[src/rtl/cc_game_status_monitor.sv]
// Game status monitor: classifies sampled rows as win/lose candidates, confirms a
// result over CONFIRM consecutive strobes, latches it until ack, and counts wins.
module cc_game_status_monitor #(
  parameter int DATAWIDTH   = 8,
  parameter int CONFIRM     = 2,
  parameter int LEVEL_WIDTH = 4
) (
  input  logic                   CC_GameStatus_CLOCK_50,
  input  logic                   CC_GameStatus_RESET_InLow,
  input  logic                   CC_GameStatus_clear_InHigh,
  input  logic                   CC_GameStatus_strobe_InHigh,
  input  logic                   CC_GameStatus_ack_InHigh,
  input  logic [DATAWIDTH-1:0]   CC_GameStatus_dataOR_InBUS,
  input  logic [DATAWIDTH-1:0]   CC_GameStatus_dataFirst_InBUS,
  output logic [1:0]             CC_GameStatus_status_OutBUS,
  output logic                   CC_GameStatus_event_OutHigh,
  output logic [LEVEL_WIDTH-1:0] CC_GameStatus_level_OutBUS
);

  localparam int CNT_W = $clog2(CONFIRM + 1);
  localparam bit SINGLE = (CONFIRM == 1);

  typedef enum logic [1:0] {PLAY, ARMED, WIN, LOSE} state_t;
  typedef enum logic [1:0] {NONE, WINQ, LOSEQ} cls_t;

  logic                   clk;
  logic                   rst_n;
  state_t                 state;
  cls_t                   cand;
  cls_t                   cls;
  logic [CNT_W-1:0]       cnt;
  logic [1:0]             status;
  logic                   event_q;
  logic [LEVEL_WIDTH-1:0] level;
  logic                   hit;

  assign clk   = CC_GameStatus_CLOCK_50;
  assign rst_n = CC_GameStatus_RESET_InLow;

  // NOTE: every variable driven in always_comb gets a default first so no latch is inferred.
  always_comb begin
    cls = NONE;
    if (CC_GameStatus_strobe_InHigh) begin
      if (CC_GameStatus_dataOR_InBUS == {DATAWIDTH{1'b1}})
        cls = WINQ;
      else if (CC_GameStatus_dataOR_InBUS != CC_GameStatus_dataFirst_InBUS)
        cls = LOSEQ;
    end
    // A qualifying strobe that completes the confirmation run enters a terminal state.
    hit = 1'b0;
    if (state == PLAY && cls != NONE && SINGLE)
      hit = 1'b1;
    else if (state == ARMED && cls == cand && cnt == CNT_W'(CONFIRM - 1))
      hit = 1'b1;
  end

  // NOTE: sequential state uses non-blocking assignments so all registers update together.
  always_ff @(posedge clk or negedge rst_n) begin
    if (!rst_n) begin
      state   <= PLAY;
      cand    <= NONE;
      cnt     <= '0;
      status  <= 2'b00;
      event_q <= 1'b0;
      level   <= '0;
    end else if (CC_GameStatus_clear_InHigh) begin
      state   <= PLAY;
      cand    <= NONE;
      cnt     <= '0;
      status  <= 2'b00;
      event_q <= 1'b0;
      level   <= '0;
    end else begin
      event_q <= 1'b0;
      case (state)
        PLAY, ARMED: begin
          if (hit) begin
            state   <= (cls == WINQ) ? WIN : LOSE;
            status  <= (cls == WINQ) ? 2'b11 : 2'b01;
            event_q <= 1'b1;
            cnt     <= CNT_W'(CONFIRM);
            if (cls == WINQ && level != {LEVEL_WIDTH{1'b1}})
              level <= level + 1'b1;
          end else if (cls != NONE) begin
            if (state == PLAY || cls != cand) begin
              cand  <= cls;
              cnt   <= CNT_W'(1);
              state <= ARMED;
            end else begin
              cnt <= cnt + 1'b1;
            end
          end else if (CC_GameStatus_strobe_InHigh && state == ARMED) begin
            // A non-qualifying sample breaks the run.
            state <= PLAY;
            cand  <= NONE;
            cnt   <= '0;
          end
        end
        WIN, LOSE: begin
          if (CC_GameStatus_ack_InHigh) begin
            state  <= PLAY;
            cand   <= NONE;
            cnt    <= '0;
            status <= 2'b00;
          end
        end
        default: begin
          state  <= PLAY;
          cand   <= NONE;
          cnt    <= '0;
          status <= 2'b00;
        end
      endcase
    end
  end

  assign CC_GameStatus_status_OutBUS = status;
  assign CC_GameStatus_event_OutHigh = event_q;
  assign CC_GameStatus_level_OutBUS  = level;

endmodule

[config.mk]
export PLATFORM = sky130hd
export DESIGN_NAME = cc_game_status_monitor
export DESIGN_NICKNAME = d
export VERILOG_FILES = /design/src/rtl/cc_game_status_monitor.sv
export SDC_FILE = /design/constraint.sdc
export NUM_CORES = 1
export LEC_CHECK = 0
export ABC_AREA = 1
export BUFFER_PORTS_ARGS = -buffer_cell sky130_fd_sc_hd__buf_2
export CAP_MARGIN = 5
export CORE_MARGIN = 8
export CORE_UTILIZATION = 38
export DETAILED_ROUTE_END_ITERATION = 8
export PLACE_DENSITY_LB_ADDON = 0.1
export SYNTH_ARGS = -nofsm -noshare
export SYNTH_HDL_FRONTEND = slang
export SYNTH_SLANG_ARGS = --single-unit
export TNS_END_PERCENT = 10
[constraint.sdc]
create_clock -name CC_GameStatus_CLOCK_50 -period 3.39 [get_ports CC_GameStatus_CLOCK_50]
set_input_delay 0.678 -clock CC_GameStatus_CLOCK_50 [delete_from_list [all_inputs] [get_ports CC_GameStatus_CLOCK_50]]
set_output_delay 0.678 -clock CC_GameStatus_CLOCK_50 [all_outputs]
set_load 0.02 [all_outputs]
==> results of run 1 <==
area by class of cell:
| type | count | area [um^2] | area share, % |
|---|---|---|---|
| multi-input combinational | 113 | 572 | 48.4 |
| sequential | 13 | 325 | 27.5 |
| timing repair buffer | 27 | 135 | 11.4 |
| inverter | 23 | 86.3 | 7.30 |
| tap | 30 | 37.5 | 3.17 |
| clock buffer | 4 | 26.3 | 2.22 |
sequential cells by signal (all words and copies together) (netlist names):
| register | count |
|---|---|
| state | 2 |
| CC_GameStatus_event_OutHigh | 1 |
| CC_GameStatus_level_OutBUS | 4 |
| CC_GameStatus_status_OutBUS | 2 |
| cand | 2 |
| cnt | 2 |
worst reg2reg max path: stages, from the launching register on:
cell and delay [ps]:
dfrtp_1 400, xor2_1 220, nand3_1 150, nor2_2 190, nand2_1 80, nand3_1 100
nand2_1 90, nand2_1 70, nand2_1 40
routing by layer:
| metal | routed length (um) | up-vias | global-route usage [%] |
|---|---|---|---|
| li1 | - | 531 | - |
| met1 | 1080 | 470 | 12.9 |
| met2 | 1150 | 25 | 20.9 |
| met3 | 202 | 5 | 3.69 |
| met4 | 35 | 0 | 5.22 |
| met5 | 0 | - | 0 |
per-stage QoR:
stage	hold slack, ps	instance area, um^2	instances	setup slack, ps
floorplan	382	983	149	1540
global placement	452	1160	206	1250
detailed placement	462	1160	206	1230
CTS	284	1180	210	1520
global route	296	1180	210	1360
finish	277	1180	210	1520
synthesized netlist by cell type (2+ instances only):
master / number / share of area, %
nor3_1: 3 / 1.5
inv_1: 23 / 8.8
a21oi_1: 3 / 1.5
nand4_1: 2 / 1.3
dfrtp_1: 13 / 33
nand3_2: 2 / 2.0
o21ai_1: 6 / 3.1
ha_1: 2 / 2.5
or2_2: 2 / 1.3
nor2_1: 13 / 5.0
nand3_1: 10 / 5.1
nand2_1: 53 / 20
o21ai_0: 4 / 2.0
nor2_2: 2 / 1.3
xnor2_1: 3 / 2.7
worst paths after layout:
| check | to | slack (ps) | cells past startpoint |
|---|---|---|---|
| max | cnt[0] | 1520 | 12 |
| min | CC_GameStatus_status_OutBUS[1] | 280 | 1 |
| max reg2reg | cnt[0] | 1930 | 8 |
| min reg2reg | CC_GameStatus_status_OutBUS[0] | 480 | 2 |
| max in group asynchronous | CC_GameStatus_status_OutBUS[0] | 2880 | 1 |
| min in group CC_GameStatus_CLOCK_50 | CC_GameStatus_status_OutBUS[0] | 480 | 2 |
placed cells by master, fill, tap and decap left out, drive strengths merged:
master / netlist / routed
a21oi: 4 / 4
buf: 0 / 27
clkbuf: 0 / 4
dfrtp: 13 / 13
ha: 2 / 2
inv: 23 / 23
nand2: 54 / 54
nand3: 12 / 12
nand3b: 1 / 1
nand4: 3 / 3
nor2: 16 / 16
nor3: 3 / 3
o21ai: 12 / 12
or2: 2 / 2
xnor2: 3 / 3
xor2: 1 / 1
power groups by stage:
stage | Sequential (mW) | Clock [mW] | Combinational, mW
6_report | 0.178 | 0.0978 | 0.111
5_1_grt | 0.181 | 0.109 | 0.125
4_1_cts | 0.178 | 0.0999 | 0.111
3_5_place_dp | 0.181 | 0 | 0.110
3_3_place_gp | 0.180 | 0 | 0.108
2_1_floorplan | 0.187 | 0 | 0.0639
logic make-up (layout without fill, tap and decap cells):
| family | after synthesis | in the layout | synth area share, % |
|---|---|---|---|
| AO/OA/AOI/OAI | 16 | 16 | 10.1 |
| XOR/XNOR | 4 | 4 | 3.56 |
| adder cells (fa/ha/maj) | 2 | 2 | 2.54 |
| buffers and inverters | 23 | 54 | 8.78 |
| flip-flops | 13 | 13 | 33.1 |
| AND/OR/NAND/NOR | 91 | 91 | 42.0 |
==> flow_metrics.env, run 1 <==
export IMPL_path_common_cell="nand2_1"
export IMPL_start_kind="primary input"
export IMPL_internal_power_uw=254
export IMPL_grt_pass1_vias=1057
export IMPL_initial_utilization_pct=40.1
export IMPL_nFillCells=279
export IMPL_cts_htree_levels=1
export IMPL_ir_drop_v=0.000238
export IMPL_crit_start="CC_GameStatus_dataOR_InBUS[0]"
export IMPL_drtPass1Iterations=4
export IMPL_post_drt_wl_per_cell_um=11.7
export IMPL_synth_edf_count=0
export IMPL_clock_path_buffers=2
export IMPL_final_hold_violation_count=0
export IMPL_cts_buffers=3
export IMPL_power_density_nw_per_um2=327
export IMPL_clk_latency_ps=280
export IMPL_grt_ovfl_total=0
export IMPL_grt_use_total_pct=12.0
export IMPL_p_leak_nw=0.687
export IMPL_layout_drive_gt1_share_pct=23.3
export IMPL_totalPowerFinal_uw=386
export IMPL_async_flop_share_pct=100
export IMPL_netlist_area_um2=983
export IMPL_setup_violations=0
export IMPL_grt_pass1_wl_um=4280
export IMPL_antenna_found_initial=0
export IMPL_path_cells="buf_2, nand2_1, nor2_1, nand3_2, xor2_1, nand3_1, nor2_2, nand2_1, nand3_1, nand2_1, nand2_1, nand2_1"
export IMPL_cts_sinks=13
export IMPL_switching_share_pct=34.1
export IMPL_finalCritPeriodShare_pct=55.2
export IMPL_cp_required_ps=3570
export IMPL_slowest_delay_ps=210
export IMPL_die_area_um2=4470
export IMPL_worstPathArrival_ps=2050
export IMPL_yosysSeqAreaShare_pct=33.1
export IMPL_avgSynthCellArea_um2=6.60
export IMPL_synthesis_nets=172
export IMPL_yosysWarnings=0
export IMPL_clkTransAtPathRegs_ps=80
export IMPL_period_minus_slack_ps=1870
export IMPL_reg2reg_from="cand[0]"
export IMPL_cts_resized=0
export IMPL_drtIter0Drc=62
export IMPL_root_buffer="clkbuf_4"
export IMPL_gp_congestion=0.844
export IMPL_max_clock_freq_mhz=534
export IMPL_ios=28
export IMPL_rows=18
export IMPL_n_antenna_cell=0
export IMPL_cts_setup_buffers=0
export IMPL_rsz0062_at_grt="no"
export IMPL_grt_max_degree=14
export IMPL_critPathKind="primary input to flip-flop"
export IMPL_path_max_fanout=4
export IMPL_io_buffer_count=27
export IMPL_slew_headroom_pct=79.3
export IMPL_routed_wl_um=2470
export IMPL_vias_per_cell=4.91
export IMPL_power_frac_seq_pct=46.0
export IMPL_dp_hpwl_um=2020
export IMPL_p_clk_share_pct=25.3
export IMPL_drc=0
export IMPL_cp_slowest_cell="xor2_1"
export IMPL_status="finished clean"
export IMPL_cap_violations=0
export IMPL_endpoint_kind="flip-flop"
export IMPL_cts_tree="yes"
export IMPL_postSynthCellCount=149
export IMPL_slew_violations=0
export IMPL_critical_path_top_delay_family="simple AND/OR/NAND/NOR gates"
export IMPL_worst_pin_slew_ps=310
export IMPL_ys_seq_elements=13
export IMPL_fin_skew_ps=1.52
export IMPL_path_buf_inv=1
export IMPL_fp_coreArea_um2=2450
export IMPL_p_sw_uw=132
export IMPL_ys_types=23
export IMPL_vias=1031
export IMPL_hold_buffers=0
export IMPL_hold_class="primary input to asynchronous set/reset pin"
export IMPL_fin_util_pct=48.2
export IMPL_die_h_um=66.9
export IMPL_fin_tns_setup_ps=0
export IMPL_die_w_um=66.9
export IMPL_yosys_most_used_dff="dfrtp_1"
export IMPL_ant_nets=0
export IMPL_area_delta_synth_final_pct=20.2
export IMPL_final_nets=204
export IMPL_power_frac_comb_pct=28.7
No activity file was read; power rests on OpenSTA's default activity.
==> run 2: changes to the inputs <==
Clock period 3.39 ns to 1.9 ns, I/O delays scaled along.
==> run 2 against run 1 <==
Net effect:
- design area rose by 0.85%
- power rose by 79%
- highest routed layer unchanged
- largest power group unchanged
- critical path depth did not move
==> flow_metrics.env, run 2 (synthesis gave the netlist of run 1 again) <==
export IMPL_final_hold_violation_count=0
export IMPL_p_leak_nw=0.691
export IMPL_die_area_um2=4470
export IMPL_cts_sinks=13
export IMPL_setup_violations=0
export IMPL_cts_tree="yes"
export IMPL_power_density_nw_per_um2=579
export IMPL_clk_latency_ps=280
export IMPL_area_delta_synth_final_pct=21.2
export IMPL_die_w_um=66.9
export IMPL_dp_hpwl_um=2020
export IMPL_mostFrequentLayoutCells="nand2_1, buf_2, inv_1"
export IMPL_cts_resized=0
export IMPL_slew_headroom_pct=79.4
export IMPL_fin_tns_setup_ps=0
export IMPL_vias=1035
export IMPL_grt_use_total_pct=12.0
export IMPL_vias_per_cell=4.91
export IMPL_path_max_fanout=4
export IMPL_grt_pass1_wl_um=4280
export IMPL_cap_violations=0
export IMPL_ios=28
export IMPL_hold_buffers=1
export IMPL_cts_htree_levels=1
export IMPL_worst_pin_slew_ps=309
export IMPL_period_minus_slack_ps=1570
export IMPL_layout_commonest_cell="nand2_1"
export IMPL_status="finished clean"
export IMPL_antenna_found_initial=0
export IMPL_root_buffer="clkbuf_4"
export IMPL_start_kind="primary input"
export IMPL_ff2ff_path_depth=8
export IMPL_drc=0
export IMPL_drtIter0Drc=64
export IMPL_holdWs_ps=477
export IMPL_clock_path_buffers=2
export IMPL_max_clock_freq_mhz=635
export IMPL_cts_setup_buffers=0
export IMPL_nFillCells=280
export IMPL_die_h_um=66.9
export IMPL_ant_nets=0
export IMPL_ir_drop_v=0.000426
export IMPL_fp_coreArea_um2=2450
export IMPL_layout_drive_gt1_share_pct=23.2
export IMPL_rsz0062_at_grt="no"
export IMPL_final_nets=205
export IMPL_grt_ovfl_total=0
export IMPL_endpoint_kind="flip-flop"
export IMPL_largest_reg_flops=4
export IMPL_gp_congestion=0.844
export IMPL_fin_skew_ps=1.69
export IMPL_n_antenna_cell=0
export IMPL_finalCritPeriodShare_pct=82.8
export IMPL_holdPathStages=2
export IMPL_initial_utilization_pct=40.1
export IMPL_hold_class="flip-flop to flip-flop"
export IMPL_grt_max_degree=14
export IMPL_io_buffer_count=27
export IMPL_grt_pass1_vias=1057
export IMPL_routed_wl_um=2470
export IMPL_post_drt_wl_per_cell_um=11.7
export IMPL_cts_buffers=3
export IMPL_totalPowerFinal_uw=690
export IMPL_cp_required_ps=2080
export IMPL_drtPass1Iterations=4
export IMPL_slew_violations=0
export IMPL_clkTransAtPathRegs_ps=80
export IMPL_critPathKind="primary input to flip-flop"
export IMPL_worstPathArrival_ps=1750
export IMPL_rows=18
-- run 2: worst paths after layout --
| check | from | endpoint | slack, ps |
|---|---|---|---|
| worst min-delay path | CC_GameStatus_status_OutBUS[0] | CC_GameStatus_status_OutBUS[0] | 480 |
| worst min register to register | CC_GameStatus_status_OutBUS[0] | CC_GameStatus_status_OutBUS[0] | 480 |
| worst max register to register | cand[0] | cnt[0] | 440 |
| max in group asynchronous | CC_GameStatus_RESET_InLow | CC_GameStatus_status_OutBUS[0] | 1150 |
| min in group asynchronous | CC_GameStatus_RESET_InLow | CC_GameStatus_status_OutBUS[1] | 510 |
| worst max-delay path | CC_GameStatus_dataOR_InBUS[0] | cnt[0] | 330 |
-- run 2: metrics by stage --
| step | instance area (um^2) | utilization, % | instances | setup slack [ps] |
|---|---|---|---|---|
| 2_1_floorplan | 983 | - | 149 | 350 |
| 3_3_place_gp | 1160 | 47.1 | 206 | 61.1 |
| 3_5_place_dp | 1160 | 47.1 | 206 | 40.8 |
| 4_1_cts | 1190 | 48.6 | 211 | 328 |
| 5_1_grt | 1190 | 48.6 | 211 | 165 |
| 6_report | 1190 | 48.6 | 211 | 326 |
-- run 2: critical path, cell delays in order --
cell and delay (ps):
buf_2 100, nand2_1 60, nor2_1 140, nand3_2 120
xor2_1 210, nand3_1 150, nor2_2 190, nand2_1 80
nand3_1 100, nand2_1 90, nand2_1 70, nand2_1 40
-- run 2: power breakdown --
| group | switching, mW | internal (mW) |
|---|---|---|
| registers | 0.0206 | 0.296 |
| clock network | 0.0930 | 0.0815 |
| logic | 0.122 | 0.0772 |
-- run 2: metal layers --
metal  share of wire (%)  wire [um]  GRT usage (%)
met1                  44       1080           12.9
met2                  47       1150           20.9
met3                 8.2        202           3.69
met4                 1.3         33           5.22
met5                   0          0              0
-- run 2: area by class of cell --
cell class	count	area [um^2]	area share [%]
clock buffer	4	26.3	2.20
inverter	23	86.3	7.24
multi-input combinational	113	572	48.0
sequential	13	325	27.3
tap	30	37.5	3.15
timing repair buffer	28	145	12.2
